## src/rtl/obstacle_collision_detector_pkg.sv

```systemverilog
// ---------------------------------------------------------------------------
// obstacle_collision_detector_pkg
// Shared game constants for the collision detector slice.
//   - gameState encodings driven by the game-state controller
//   - active screen geometry of the VGA timing
//   - detector FSM state type and its state constants
// ---------------------------------------------------------------------------
package obstacle_collision_detector_pkg;

    // gameState encodings; 2'b11 is treated as paused by the detector
    localparam logic [1:0] GS_IDLE  = 2'b00;
    localparam logic [1:0] GS_RUN   = 2'b10;
    localparam logic [1:0] GS_PAUSE = 2'b01;

    // Active display area
    localparam int SCREEN_W = 640;
    localparam int SCREEN_H = 480;

    // Detector FSM states
    typedef logic [1:0] fsm_state_t;
    localparam fsm_state_t ST_IDLE  = 2'd0;
    localparam fsm_state_t ST_GRACE = 2'd1;
    localparam fsm_state_t ST_ARMED = 2'd2;
    localparam fsm_state_t ST_HIT   = 2'd3;

endpackage

```

## src/rtl/obstacle_collision_detector_overlap_frame_counter.sv

```systemverilog
// ---------------------------------------------------------------------------
// overlap_frame_counter
// Per-frame count of overlapping solid pixels, first-overlap capture and
// end-of-frame snapshot.
// Ports:
//   clk, rst        clock, asynchronous active-low reset
//   pixelEn         one-cycle-per-pixel enable
//   vgaX, vgaY      current pixel position
//   overlapPix      current pixel is a qualified overlap (already pixelEn-gated)
//   frameEnd        current pixel is the last active pixel of the frame
//   freeze          hold all state (pause)
//   clear           synchronous clear of everything, applies every clk
//   overlapCount    count of the last completed frame
//   frameTotal      count including the current pixel (saturating)
//   firstX, firstY  first overlap position of the frame, including the
//                   current pixel when no earlier overlap was captured
// ---------------------------------------------------------------------------
module overlap_frame_counter
    import obstacle_collision_detector_pkg::*;
(
    input  logic       clk,
    input  logic       rst,
    input  logic       pixelEn,
    input  logic [9:0] vgaX,
    input  logic [8:0] vgaY,
    input  logic       overlapPix,
    input  logic       frameEnd,
    input  logic       freeze,
    input  logic       clear,
    output logic [7:0] overlapCount,
    output logic [7:0] frameTotal,
    output logic [9:0] firstX,
    output logic [8:0] firstY
);

    logic [7:0] pix_cnt;
    logic       first_valid;
    logic [9:0] first_x;
    logic [8:0] first_y;

    // Saturating sum so an overlap on the frame-end pixel still counts
    assign frameTotal = (overlapPix && (pix_cnt != 8'hFF)) ? pix_cnt + 8'd1 : pix_cnt;

    // Lets the FSM load the hit position even when the first overlap of
    // the frame is the frame-end pixel itself
    assign firstX = first_valid ? first_x : vgaX;
    assign firstY = first_valid ? first_y : vgaY;

    always_ff @(posedge clk or negedge rst) begin
        if (!rst) begin
            pix_cnt      <= 8'd0;
            first_valid  <= 1'b0;
            first_x      <= 10'd0;
            first_y      <= 9'd0;
            overlapCount <= 8'd0;
        end else if (clear) begin
            pix_cnt      <= 8'd0;
            first_valid  <= 1'b0;
            first_x      <= 10'd0;
            first_y      <= 9'd0;
            overlapCount <= 8'd0;
        end else if (pixelEn && !freeze) begin
            if (frameEnd) begin
                overlapCount <= frameTotal;
                pix_cnt      <= 8'd0;
                first_valid  <= 1'b0;
            end else begin
                pix_cnt <= frameTotal;
                if (overlapPix && !first_valid) begin
                    first_valid <= 1'b1;
                    first_x     <= vgaX;
                    first_y     <= vgaY;
                end
            end
        end
    end

endmodule

```

## src/rtl/obstacle_collision_detector.sv

```systemverilog
// ---------------------------------------------------------------------------
// obstacle_collision_detector
// Compares obstacle and dino sprite pixels over each VGA frame, counts
// overlapping solid pixels and declares a hit at frame end once the grace
// period after run start has elapsed.
// Ports:
//   clk, rst           clock, asynchronous active-low reset
//   pixelEn            pixel enable aligned with vgaX/vgaY
//   vgaX, vgaY         current pixel position
//   gameState          00 idle, 10 running, 01/11 paused
//   obsInGrey          solid obstacle pixel
//   dinoInGrey         solid dino pixel
//   X_1, Obs1_W        obstacle left edge and width
//   dinoX, dinoW       dino left edge and width
//   collide            one-cycle pulse when a hit is declared
//   gameOver           held from hit until gameState returns to idle
//   overlapCount       overlap count of the last completed frame
//   hitX, hitY         first overlap position of the hit frame
// ---------------------------------------------------------------------------
module obstacle_collision_detector
    import obstacle_collision_detector_pkg::*;
#(
    parameter int PIX_THRESH   = 4,
    parameter int GRACE_FRAMES = 30
) (
    input  logic        clk,
    input  logic        rst,
    input  logic        pixelEn,
    input  logic [9:0]  vgaX,
    input  logic [8:0]  vgaY,
    input  logic [1:0]  gameState,
    input  logic        obsInGrey,
    input  logic        dinoInGrey,
    input  logic [10:0] X_1,
    input  logic [7:0]  Obs1_W,
    input  logic [9:0]  dinoX,
    input  logic [7:0]  dinoW,
    output logic        collide,
    output logic        gameOver,
    output logic [7:0]  overlapCount,
    output logic [9:0]  hitX,
    output logic [8:0]  hitY
);

    localparam logic [7:0] THRESH     = 8'(PIX_THRESH);
    localparam logic [8:0] GRACE_LAST = 9'(GRACE_FRAMES);

    fsm_state_t  state;
    logic [7:0]  grace_cnt;
    logic [11:0] obs_l, obs_r, dino_l, dino_r;
    logic        box_ok, overlap_pix, frame_end;
    logic        go_idle, running, paused, hit_now;
    logic [7:0]  frame_total;
    logic [9:0]  first_x;
    logic [8:0]  first_y;

    // 12-bit box edges: X_1 may sit beyond the screen and X_1+Obs1_W must
    // not wrap, otherwise an off-screen obstacle could look overlapping
    assign obs_l  = {1'b0, X_1};
    assign obs_r  = {1'b0, X_1} + {4'b0, Obs1_W};
    assign dino_l = {2'b0, dinoX};
    assign dino_r = {2'b0, dinoX} + {4'b0, dinoW};
    assign box_ok = (obs_l < dino_r) && (obs_r > dino_l);

    assign overlap_pix = pixelEn && obsInGrey && dinoInGrey && box_ok;
    assign frame_end   = pixelEn && (vgaX == 10'(SCREEN_W - 1)) && (vgaY == 9'(SCREEN_H - 1));

    assign go_idle = (gameState == GS_IDLE);
    assign running = (gameState == GS_RUN);
    assign paused  = gameState[0];

    assign hit_now = (state == ST_ARMED) && running && frame_end && (frame_total >= THRESH);

    overlap_frame_counter u_counter (
        .clk          (clk),
        .rst          (rst),
        .pixelEn      (pixelEn),
        .vgaX         (vgaX),
        .vgaY         (vgaY),
        .overlapPix   (overlap_pix),
        .frameEnd     (frame_end),
        .freeze       (paused),
        .clear        (go_idle || (state == ST_IDLE)),
        .overlapCount (overlapCount),
        .frameTotal   (frame_total),
        .firstX       (first_x),
        .firstY       (first_y)
    );

    // Idle override is checked before the pixelEn-gated transitions so a
    // return to idle beats a hit on the same frame-end pixel
    always_ff @(posedge clk or negedge rst) begin
        if (!rst) begin
            state     <= ST_IDLE;
            grace_cnt <= 8'd0;
            collide   <= 1'b0;
            gameOver  <= 1'b0;
            hitX      <= 10'd0;
            hitY      <= 9'd0;
        end else begin
            collide <= 1'b0;
            if (go_idle) begin
                state     <= ST_IDLE;
                grace_cnt <= 8'd0;
                gameOver  <= 1'b0;
                hitX      <= 10'd0;
                hitY      <= 9'd0;
            end else if (pixelEn) begin
                case (state)
                    ST_IDLE: begin
                        if (running) begin
                            grace_cnt <= 8'd0;
                            if (GRACE_FRAMES == 0) state <= ST_ARMED;
                            else                   state <= ST_GRACE;
                        end
                    end
                    ST_GRACE: begin
                        if (running && frame_end) begin
                            if ({1'b0, grace_cnt} + 9'd1 >= GRACE_LAST) begin
                                state     <= ST_ARMED;
                                grace_cnt <= 8'd0;
                            end else begin
                                grace_cnt <= grace_cnt + 8'd1;
                            end
                        end
                    end
                    ST_ARMED: begin
                        if (hit_now) begin
                            state    <= ST_HIT;
                            collide  <= 1'b1;
                            gameOver <= 1'b1;
                            hitX     <= first_x;
                            hitY     <= first_y;
                        end
                    end
                    ST_HIT: begin
                    end
                    default: state <= ST_IDLE;
                endcase
            end
        end
    end

endmodule

```

## config.mk

```make
export PLATFORM = sky130hd
export DESIGN_NAME = obstacle_collision_detector
export DESIGN_NICKNAME = d
export VERILOG_FILES = /design/src/rtl/obstacle_collision_detector_pkg.sv /design/src/rtl/obstacle_collision_detector_overlap_frame_counter.sv /design/src/rtl/obstacle_collision_detector.sv
export SDC_FILE = /design/constraint.sdc
export NUM_CORES = 1
export LEC_CHECK = 0
export CAP_MARGIN = 40
export CORE_UTILIZATION = 49
export CTS_BUF_LIST = sky130_fd_sc_hd__clkbuf_2
export CTS_CLUSTER_SIZE = 20
export DETAILED_ROUTE_END_ITERATION = 8
export PLACE_DENSITY_LB_ADDON = 0.1
export SYNTH_ARGS = -nofsm -noshare
export SYNTH_HDL_FRONTEND = slang
export SYNTH_SLANG_ARGS = --single-unit
```

## constraint.sdc

```tcl
create_clock -name clk -period 2.5 [get_ports clk]
set_input_delay 0.25 -clock clk [delete_from_list [all_inputs] [get_ports clk]]
set_output_delay 0.25 -clock clk [all_outputs]
set_load 0.05 [all_outputs]
```

* After elaboration in Yosys (flattened, before gate mapping)
Index checks and enable logic that the tools add are counted.
** Storage, ports and cells
- Flip-flop bits (word level) :: 67
- Input port bits :: 63
- Output and inout bits :: 29
- Word-level logic and storage cells :: 114
** Operators by class
- Add/subtract/negate cells :: 5
- $lt $le $gt $ge :: 4
- Equality and inequality tests :: 11
- Muxes and demuxes :: 50
- Reductions and logical operators :: 33
** Operators by type and width (count)
- 2-to-1 mux 8 bit :: 12
- 2-to-1 mux 10 bit :: 9
- 2-to-1 mux 9 bit :: 9
- adder 8 x 1 -> 8 bit, second input constant :: 2
- case mux 8 bit (2 select lines) :: 1
- logical AND 1 bit :: 13
- adder 11 x 8 -> 12 bit :: 1
- > comparator 12 x 10 -> 1 bit :: 1
- 2-to-1 mux 1 bit :: 12
- 2-to-1 mux 2 bit :: 6
- inequality test 3 bit, second input constant :: 4
- nonzero test 2 bit :: 6
- adder 10 x 8 -> 11 bit :: 1
- less-than comparator 11 bit :: 1
- equality test 10 bit, second input constant :: 1
- adder 8 x 1 -> 9 bit, second input constant :: 1
- equality test 9 bit, second input constant :: 1
- greater-or-equal comparator 9 x 5 -> 1 bit, second input constant :: 1
- greater-or-equal comparator 8 x 3 -> 1 bit, second input constant :: 1
- inequality test 8 bit, second input constant :: 1
- case mux 2 bit (3 select lines) :: 1
- AND reduction 3 bit :: 2
- AND reduction 6 bit :: 1
- nonzero test 3 bit :: 2
- 9 further kinds :: 13

* Logic depth before layout (Yosys ltp)
Gate-level depths: netlist of the first run.
- Depth in word-level cells :: 12
- Depth in mapped cells :: 21
- Mapped depth without buffers :: 19

* Cells and area by module
Synthesis of the first run repeated with hierarchy kept, for this count alone.
** Unflattened totals
- Cells, all modules :: 500
- Area total of the unflattened synthesis :: 4645.7 µm²
** Modules (own cells, without submodules)
- obstacle_collision_detector :: times used 1, cells each 337, area each 2752.6 µm²
- overlap_frame_counter :: times used 1, cells each 163, area each 1893.1 µm²

* Worst setup path after synthesis of the first run
OpenSTA, ideal clock, no wires.
- Kind :: input port to flip-flop
- From :: input port X_1[0]
- To :: register hitX[5]
- Arrival time :: 3925 ps
- Slack :: -1550 ps
- Stages :: 21
- Cells stage by stage :: ha_1 -> fa_1 -> a211oi_1 -> nor2_1 -> o21a_1 -> o21ai_0 -> nand2b_1 -> a21oi_1 -> xnor2_1 -> ha_1 -> o211ai_1 -> nor2_1 -> a2111oi_0 -> a221oi_1 -> a21oi_4 -> o31a_1 -> o221a_4 -> or2_1 -> buf_6 -> buf_6 -> mux2i_1
** On the way
- Word-level cells in the longest chain between the ends :: 10
- Elaborated cells on any way between the ends :: 11
- Those cells by class :: add/sub (1); order compare (3); mux (1); reduce/logical (6)
** RTL lines
- from (decl) :: line obstacle_collision_detector.sv:34 : input logic [10:0] X_1,
- adder 11 x 8 -> 12 bit :: line obstacle_collision_detector.sv:60 : assign obs_r = {1'b0, X_1} + {4'b0, Obs1_W};
- > comparator 12 x 10 -> 1 bit :: line obstacle_collision_detector.sv:63 : assign box_ok = (obs_l < dino_r) && (obs_r > dino_l);
- logical AND 1 bit (*) :: line obstacle_collision_detector.sv:63
- logical AND 1 bit (*) :: line obstacle_collision_detector.sv:65 : assign overlap_pix = pixelEn && obsInGrey && dinoInGrey && box_ok;
- logical AND 1 bit (*) :: line obstacle_collision_detector_overlap_frame_counter.sv:42 : assign frameTotal = (overlapPix && (pix_cnt != 8'hFF)) ? pix_cnt + 8'd1 : pix_cnt;
- 2-to-1 mux 8 bit (*) :: line obstacle_collision_detector_overlap_frame_counter.sv:42
- greater-or-equal comparator 8 x 3 -> 1 bit (*) :: line obstacle_collision_detector.sv:72 : assign hit_now = (state == ST_ARMED) && running && frame_end && (frame_total >= THRESH);
- logical AND 1 bit (*) :: line obstacle_collision_detector.sv:72
- nonzero test 2 bit (no source line) (*)
- AND reduction 3 bit (no source line) (*)
- to (signal assigned) :: line obstacle_collision_detector.sv:132 : hitX <= first_x;
- to (decl) :: line obstacle_collision_detector.sv:41 : output logic [9:0] hitX,
Mark *: on every way between the ends. The rest lies on a longest branch, timed or not.
A chain may end at the register's enable or synchronous reset.

* Worst setup path after layout of the first run
- From :: input port X_1[0]
- To :: register hitX[9]
The elaborated chain is that of the path after synthesis.

==> results of run 1 <==
==> power groups by stage <==
| stage | combinational, mW | sequential, mW | clock [mW] |
|---|---|---|---|
| 5_1_grt | 1.44 | 1.18 | 0.749 |
| 4_1_cts | 1.25 | 1.17 | 0.701 |
| 6_report | 1.29 | 1.17 | 0.688 |
| 2_1_floorplan | 0.707 | 1.19 | 0 |
| 3_3_place_gp | 1.17 | 1.18 | 0 |
| 3_5_place_dp | 1.19 | 1.19 | 0 |
==> layout by cell type (no fill, tap or decap), types with 9 or more instances in the layout <==
master            n
dlygate4sd2_1     9
nand3_1          12
clkdlybuf4s50_1  74
inv_1            24
a21oi_1          12
ha_1             36
dfrtp_1          67
a21o_1           12
xnor2_1          15
nor2_1           42
o21ai_0          24
buf_4            81
clkbuf_2          9
nand2_1          56
a21oi_2           9
mux2i_1          59
==> sequential cells by signal, summed over array words and instances (netlist names) <==
register	cells
hitY	9
gameOver	1
u_counter.first_x	10
u_counter.first_y	9
grace_cnt	8
state	2
u_counter.pix_cnt	8
u_counter.overlapCount	8
hitX	10
u_counter.first_valid	1
collide	1
==> synth_stat cells, types with 5 or more instances <==
| cell | number | area (um2) |
|---|---|---|
| a211oi_1 | 5 | 37.5 |
| a21o_1 | 12 | 90.1 |
| a21oi_1 | 21 | 105 |
| and2_1 | 6 | 37.5 |
| buf_2 | 5 | 25.0 |
| clkbuf_1 | 9 | 33.8 |
| dfrtp_1 | 67 | 1680 |
| ha_1 | 42 | 526 |
| inv_1 | 24 | 90.1 |
| mux2i_1 | 61 | 611 |
| nand2_1 | 56 | 210 |
| nand2b_1 | 6 | 37.5 |
| nand3_1 | 13 | 65.1 |
| nand4_1 | 7 | 43.8 |
| nand4b_1 | 5 | 43.8 |
| nor2_1 | 43 | 161 |
| nor2b_1 | 7 | 43.8 |
| nor3_1 | 6 | 30.0 |
| o211ai_1 | 5 | 37.5 |
| o21ai_0 | 28 | 140 |
| o31ai_1 | 5 | 37.5 |
| xnor2_1 | 15 | 131 |
| xor2_1 | 6 | 52.6 |
==> metal layers <==
metal | track usage | part of all wire | wire, um
met5 | 0 | 0 | 0
met4 | 0.0613 | 0.0099 | 119
met3 | 0.0467 | 0.039 | 474
met2 | 0.453 | 0.50 | 5990
met1 | 0.326 | 0.45 | 5430
==> timing repair <==
| action | CTS | global route |
|---|---|---|
| buffers inserted | 4 | 1 |
| endpoints found under the setup margin | 59 | 59 |
| resized for setup | 63 | 8 |
| hold buffers | 1 | 0 |
| endpoints found under the hold margin | 67 | 0 |
| cloned | 1 | 0 |
| pin swaps | 35 | 22 |
==> cell type report <==
class,count,area share
Multi-Input combinational cell,398,0.455
Clock buffer,9,0.00671
Sequential cell,67,0.250
Timing Repair Buffer,178,0.239
Inverter,25,0.0140
Tap cell,129,0.0240
Clock inverter,7,0.0115
==> metrics by stage <==
stage	util	hold slack (ns)
finish	0.724	0.110
global route	0.724	0.0811
CTS	0.718	0.0935
detailed placement	0.687	0.167
global placement	0.687	0.166
floorplan	-	-0.0456
==> logic make-up after synthesis <==
kind of cell,after synthesis,synth area share
AO/OA/AOI/OAI,105,0.147
XOR/XNOR,21,0.0388
adder cells (fa/ha/maj),44,0.119
buffers and inverters,43,0.0409
flip-flops,67,0.354
multiplexers,61,0.129
AND/OR/NAND/NOR,167,0.171
==> final timing paths <==
kind,startpoint,endpoint,slack (ns),cells past startpoint
setup / recovery,X_1[0],hitX[9]$_DFFE_PN0P_,-1.11,20
hold / removal,rst,grace_cnt[2]$_DFFE_PN0P_,0.11,2
setup reg to reg,u_counter.pix_cnt[1]$_DFFE_PN0P_,hitY[3]$_DFFE_PN0P_,-0.14,12
hold reg to reg,u_counter.overlapCount[0]$_DFFE_PN0P_,u_counter.overlapCount[0]$_DFFE_PN0P_,0.52,2
max in group asynchronous,rst,u_counter.pix_cnt[6]$_DFFE_PN0P_,1.77,3
min in group clk,vgaY[2],u_counter.first_y[2]$_DFFE_PN0P_,0.37,3
==> reports/results.tsv, run 1 <==
stage	metric	value	unit
sta	timing.slew.headroom	0.650	
layout	layout.nets	786	
sta	total_negative_slack	-50.38	ns
worst_setup_path	worst-path-buf-inv	3	
power_and_ir_drop	comb_power_share	0.410	
place	place.detailed.instances	790	
clock_network	clkTransAtPathRegs	0.22	ns
synthesis	syn_area	0.00474	mm2
place	globalplace.congestion	0.871	
floorplanning	die_h	100	um
place	place.detailed.hpwl	8.90	mm
worst_setup_path	worst-endpoint-required	2.92	ns
global_route	grt_start_max_net_pins	55	
synthesis	synth_seq_area_share	0.354	
floorplanning	design.die.area	0.0101	mm2
worst_setup_path	cp-start-kind	primary input	
routing	routed_wl	12.0	mm
global_route	first_global_vias	4426	
clock_network	tritoncts_num_sinks	67	
routing	via_per_inst	5.39	
global_route	grt_pass1_wl	20.4	mm
status	outcome	finished, violations left	
sta	finalCritPeriodShare	1.44	
worst_setup_path	path_class	primary input to flip-flop	
synthesis	syn-mean-instance-area	9.33	um2
clock_network	cts_htree_levels	3	
floorplanning	floorplan.rows	35	
synthesis	flops_latches_synth	67	
power_and_ir_drop	switch_pwr	1.18	mW
power_and_ir_drop	static-leakage-power	3.29	nW
power_and_ir_drop	internal_power	1.97	mW
power_and_ir_drop	power.share.clock	0.219	
sta	layout_setup_ws	-1.11	ns
power_and_ir_drop	vdd_ir_max	247	uV
worst_hold_path	min-delay-path-class	primary input to asynchronous set/reset pin	
sta	transition_at_the_pin_with_the_smallest_max_transition_slack	0.523	ns
synthesis	synth_edf_count	0	
worst_setup_path	path_max_fanout	8	
status	violated_checks	setup timing	
synthesis	synthCells	508	
layout	antenna_cells_inserted	0	
worst_setup_path	critical-path-top-delay-family	compound AO/OA/AOI/OAI gates	
sta	worst_clock_skew	0.0391	ns
routing	routedWlPerCell	14.8	um
sta	timing.final.crit_period	3.61	ns
synthesis	async_reset_ff_frac	1.00	
worst_setup_path	cp.arrival	4.03	ns
layout	seqCellArea	0.00168	mm2
synthesis	synthFlopType	dfrtp_1	
floorplanning	pin_count	92	
layout	finalNonFillerCells	813	
layout	final_cell_area	0.00672	mm2
synthesis	yosysWarnings	0	
sta	hold_viol_final	0	
sta	report.final.setup_viol	59	
worst_setup_path	crit_slowest_cell	fa_2	
place	io_buffers	91	
power_and_ir_drop	finalPower	3.15	mW
layout	multiInputGateArea	0.00306	mm2
synthesis	synth_fp_nets	615	
floorplanning	core_area	0.00928	mm2
floorplanning	initial_core_util	0.510	
power_and_ir_drop	power_switching_share	0.375	
clock_network	cts_buffers	9	
routing	drtAntennaViolNets	0	
sta	fmax	277	MHz
clock_network	tritoncts	yes	
layout	final_layout_size_suffix_gt1_frac	0.213	
floorplanning	floorplan.die.width	100	um
sta	rsz_0062_raised_after_global_routing	yes	
place	setup_slack_at_placement	-2.02	ns
synthesis	yosysUniqueCellTypes	57	
routing	num_vias	4385	
global_route	grt_usage	0.257	
worst_setup_path	critPathCaptureType	flip-flop	
flow_run	maxCapViolations	0	
clock_network	clk-insertion-delay-late	0.54	ns
clock_network	cts_root_buffer	clkbuf_2	
routing	detailedRoute.firstPassIterationCount	5	
power_and_ir_drop	power_density	469	mW/mm2
worst_setup_path	slowest_delay	0.36	ns
global_route	antenna_violations_before_repair	0	
place	placed_cell_area	0.00637	mm2
routing	first_iter_violations	96	
layout	synthToLayoutAreaGrowth	41.8	%
worst_setup_path	critical_path.cell_chain	buf_8, ha_4, fa_2, a211oi_2, nor2_2, o21a_1, buf_4, nor2_1, xnor2_1, ha_1, and3_1, nand3_2, a21o_1, a221oi_2, a21oi_4, o31a_1, o221a_4, or2_4, buf_12, mux2i_4	
power_and_ir_drop	seqPwrFrac	0.371	
layout	fill_cells	747	
clock_network	clk_path_buf_depth	2	
global_route	grt-ovfl-total	0	
sta	final-max-slew-violation-count	0	
routing	drc_errors	0	
Power figures use the tool's default switching activity.
==> run 2, diff against run 1 <==
Settings changed: GPL_ROUTABILITY_DRIVEN from default to 0.
==> run 2 against run 1 <==
The flow still finishes with violations (setup timing). Final area grew 6.9%. Highest routed layer unchanged. First-iteration DRC count grew to 2.5 times the previous value. Core utilization rose by 5.0 points. Combinational power up 9%. Fmax decreased by 2.8%. Critical path depth increased by 2. Sequential share of layout area fell by 1.6 points. Sequential power is essentially flat. Register-to-register slack worse by 0.19 ns. Hold slack better by 0.068 ns.
==> reports/results.tsv, run 2 (same netlist as run 1, synthesis figures left out) <==
stage	metric	value	unit
sta	transition_at_the_pin_with_the_smallest_max_transition_slack	0.687	ns
power_and_ir_drop	power_density	474	mW/mm2
place	placed_cell_area	0.00641	mm2
floorplanning	die_h	100	um
floorplanning	design.die.area	0.0101	mm2
floorplanning	pin_count	92	
sta	finalCritPeriodShare	1.48	
worst_setup_path	path_class	primary input to flip-flop	
layout	largest_registers	hitX: 10 flops, u_counter.first_x: 10 flops	
global_route	antenna_violations_before_repair	0	
sta	layout_setup_ws	-1.21	ns
layout	multiInputGateArea	0.00327	mm2
routing	first_iter_violations	244	
clock_network	cts_htree_levels	3	
flow_run	maxCapViolations	0	
power_and_ir_drop	comb_power_share	0.414	
global_route	grt_start_max_net_pins	32	
routing	drc_errors	0	
clock_network	cts_buffers	9	
power_and_ir_drop	static-leakage-power	3.49	nW
global_route	grt-ovfl-total	0	
routing	routed_wl	14.0	mm
place	io_buffers	91	
floorplanning	initial_core_util	0.510	
clock_network	clk-insertion-delay-late	0.54	ns
sta	timing.slew.headroom	0.536	
sta	rsz_0062_raised_after_global_routing	yes	
floorplanning	core_area	0.00928	mm2
layout	final_layout_size_suffix_gt1_frac	0.277	
floorplanning	floorplan.rows	35	
sta	worst_clock_skew	0.0433	ns
layout	seqCellArea	0.00168	mm2
power_and_ir_drop	seqPwrFrac	0.345	
power_and_ir_drop	vdd_ir_max	241	uV
status	violated_checks	setup timing	
layout	antenna_cells_inserted	0	
worst_setup_path	critPathCaptureType	flip-flop	
sta	timing.final.crit_period	3.71	ns
layout	layout_common_cells	buf_4, clkdlybuf4s50_1, dfrtp_1	
clock_network	clkTransAtPathRegs	0.26	ns
routing	drtAntennaViolNets	0	
layout	final_cell_area	0.00718	mm2
worst_hold_path	min-delay-path-class	primary input to asynchronous set/reset pin	
floorplanning	floorplan.die.width	100	um
sta	fmax	269	MHz
worst_setup_path	cp-start-kind	primary input	
sta	final-max-slew-violation-count	0	
routing	routedWlPerCell	16.8	um
worst_setup_path	cp.arrival	4.15	ns
power_and_ir_drop	power_switching_share	0.376	
global_route	grt_pass1_wl	21.8	mm
power_and_ir_drop	power.share.clock	0.241	
clock_network	cts_root_buffer	clkbuf_2	
layout	fill_cells	635	
sta	report.final.setup_viol	59	
routing	detailedRoute.firstPassIterationCount	5	
layout	mostFrequentLayoutCell	buf_4	
clock_network	tritoncts_num_sinks	67	
worst_setup_path	path_max_fanout	6	
sta	hold_viol_final	0	
worst_setup_path	worst-r2r-setup-slack	-0.33	ns
routing	via_per_inst	5.58	
layout	fin_util	0.773	
power_and_ir_drop	switch_pwr	1.28	mW
routing	num_vias	4629	
worst_setup_path	worst-endpoint-required	2.94	ns
global_route	grt_usage	0.274	
status	outcome	finished, violations left	
clock_network	tritoncts	yes	
layout	layout.nets	803	
place	place.detailed.hpwl	9.41	mm
power_and_ir_drop	internal_power	2.12	mW
global_route	first_global_vias	4673	
clock_network	clk_path_buf_depth	2	
layout	synthToLayoutAreaGrowth	51.5	%
run 2: cell types whose count changed in the layout (fill, tap and decap cells not counted), moves of 5 or more:
cell | previous run | this run
nor2_2 | 1 | 6
buf_6 | 2 | 12
nand2_1 | 56 | 51
o21ai_1 | 7 | 20
a21oi_1 | 12 | 7
o21ai_0 | 24 | 9
nor2_1 | 42 | 36
run 2: routing by layer:
| metal | global-route usage | vias to the layer above | part of all wire |
|---|---|---|---|
| met5 | 0 | - | 0 |
| met3 | 0.0355 | 19 | 0.048 |
| met2 | 0.486 | 155 | 0.52 |
| li1 | - | 2199 | - |
| met1 | 0.348 | 2256 | 0.42 |
| met4 | 0.0814 | 0 | 0.014 |
run 2: layout make-up:
cell class | instances | area share
clock buffers | 9 | 0.00627
clock inverters | 7 | 0.0150
inverters | 25 | 0.0131
multi-input cells | 398 | 0.456
flip-flops and latches | 67 | 0.234
well taps | 129 | 0.0225
repair buffers | 195 | 0.254
run 2: worst max-delay path, cell delays in order:
cell,delay (ns)
buf_8,0.10
ha_4,0.15
fa_2,0.37
a211oi_2,0.26
nor2_2,0.07
o21a_1,0.19
o21ai_1,0.12
nand2b_1,0.08
a21oi_2,0.14
xnor2_1,0.09
ha_1,0.36
o211ai_1,0.14
nor2_2,0.17
a2111oi_4,0.06
a221oi_2,0.34
a21oi_4,0.07
o31a_1,0.28
o221a_4,0.27
or2_4,0.27
buf_12,0.15
buf_12,0.13
mux2i_1,0.10
run 2: what timing repair did:
action / 4_1_cts / 5_1_grt
gates resized for setup: 81 / 58
setup endpoints to repair: 59 / 59
cloned: 2 / 1
pin swaps: 38 / 36
hold endpoints to repair: 20 / 0
setup buffers: 11 / 5
hold buffers: 1 / 0
run 2: power groups by stage:
stage / sequential [mW] / clock [mW] / combinational, mW
finish: 1.17 / 0.819 / 1.41
global route: 1.18 / 0.880 / 1.53
CTS: 1.17 / 0.823 / 1.28
detailed placement: 1.19 / 0 / 1.20
global placement: 1.19 / 0 / 1.16
floorplan: 1.19 / 0 / 0.707
run 2: metrics by stage:
step / hold WS [ns] / setup slack [ns] / power (mW) / std cells / setup TNS [ns]
2_1_floorplan: -0.0456 / -1.27 / 1.89 / 508 / -62.66
3_3_place_gp: 0.250 / -1.90 / 2.34 / 795 / -103.39
3_5_place_dp: 0.254 / -2.06 / 2.38 / 795 / -110.97
4_1_cts: 0.179 / -1.14 / 3.27 / 825 / -54.06
5_1_grt: 0.186 / -1.31 / 3.59 / 830 / -65.27
6_report: 0.178 / -1.21 / 3.40 / 830 / -59.95
run 2: final timing paths:
path	startpoint	endpoint	cells after the start
max in group asynchronous	rst	u_counter.first_y[3]$_DFFE_PN0P_	3
min in group clk	vgaY[6]	u_counter.first_y[6]$_DFFE_PN0P_	3
setup reg to reg	u_counter.pix_cnt[0]$_DFFE_PN0P_	hitY[8]$_DFFE_PN0P_	11
hold reg to reg	u_counter.overlapCount[3]$_DFFE_PN0P_	u_counter.overlapCount[3]$_DFFE_PN0P_	2
setup / recovery	X_1[0]	hitY[8]$_DFFE_PN0P_	22
hold / removal	rst	u_counter.first_x[6]$_DFFE_PN0P_	2
==> run 3, diff against run 2 <==
Settings changed: GPL_ROUTABILITY_DRIVEN 0 to default.
==> results of run 3 <==
The final DEF is identical to that of run 1; final timing and power are the same.
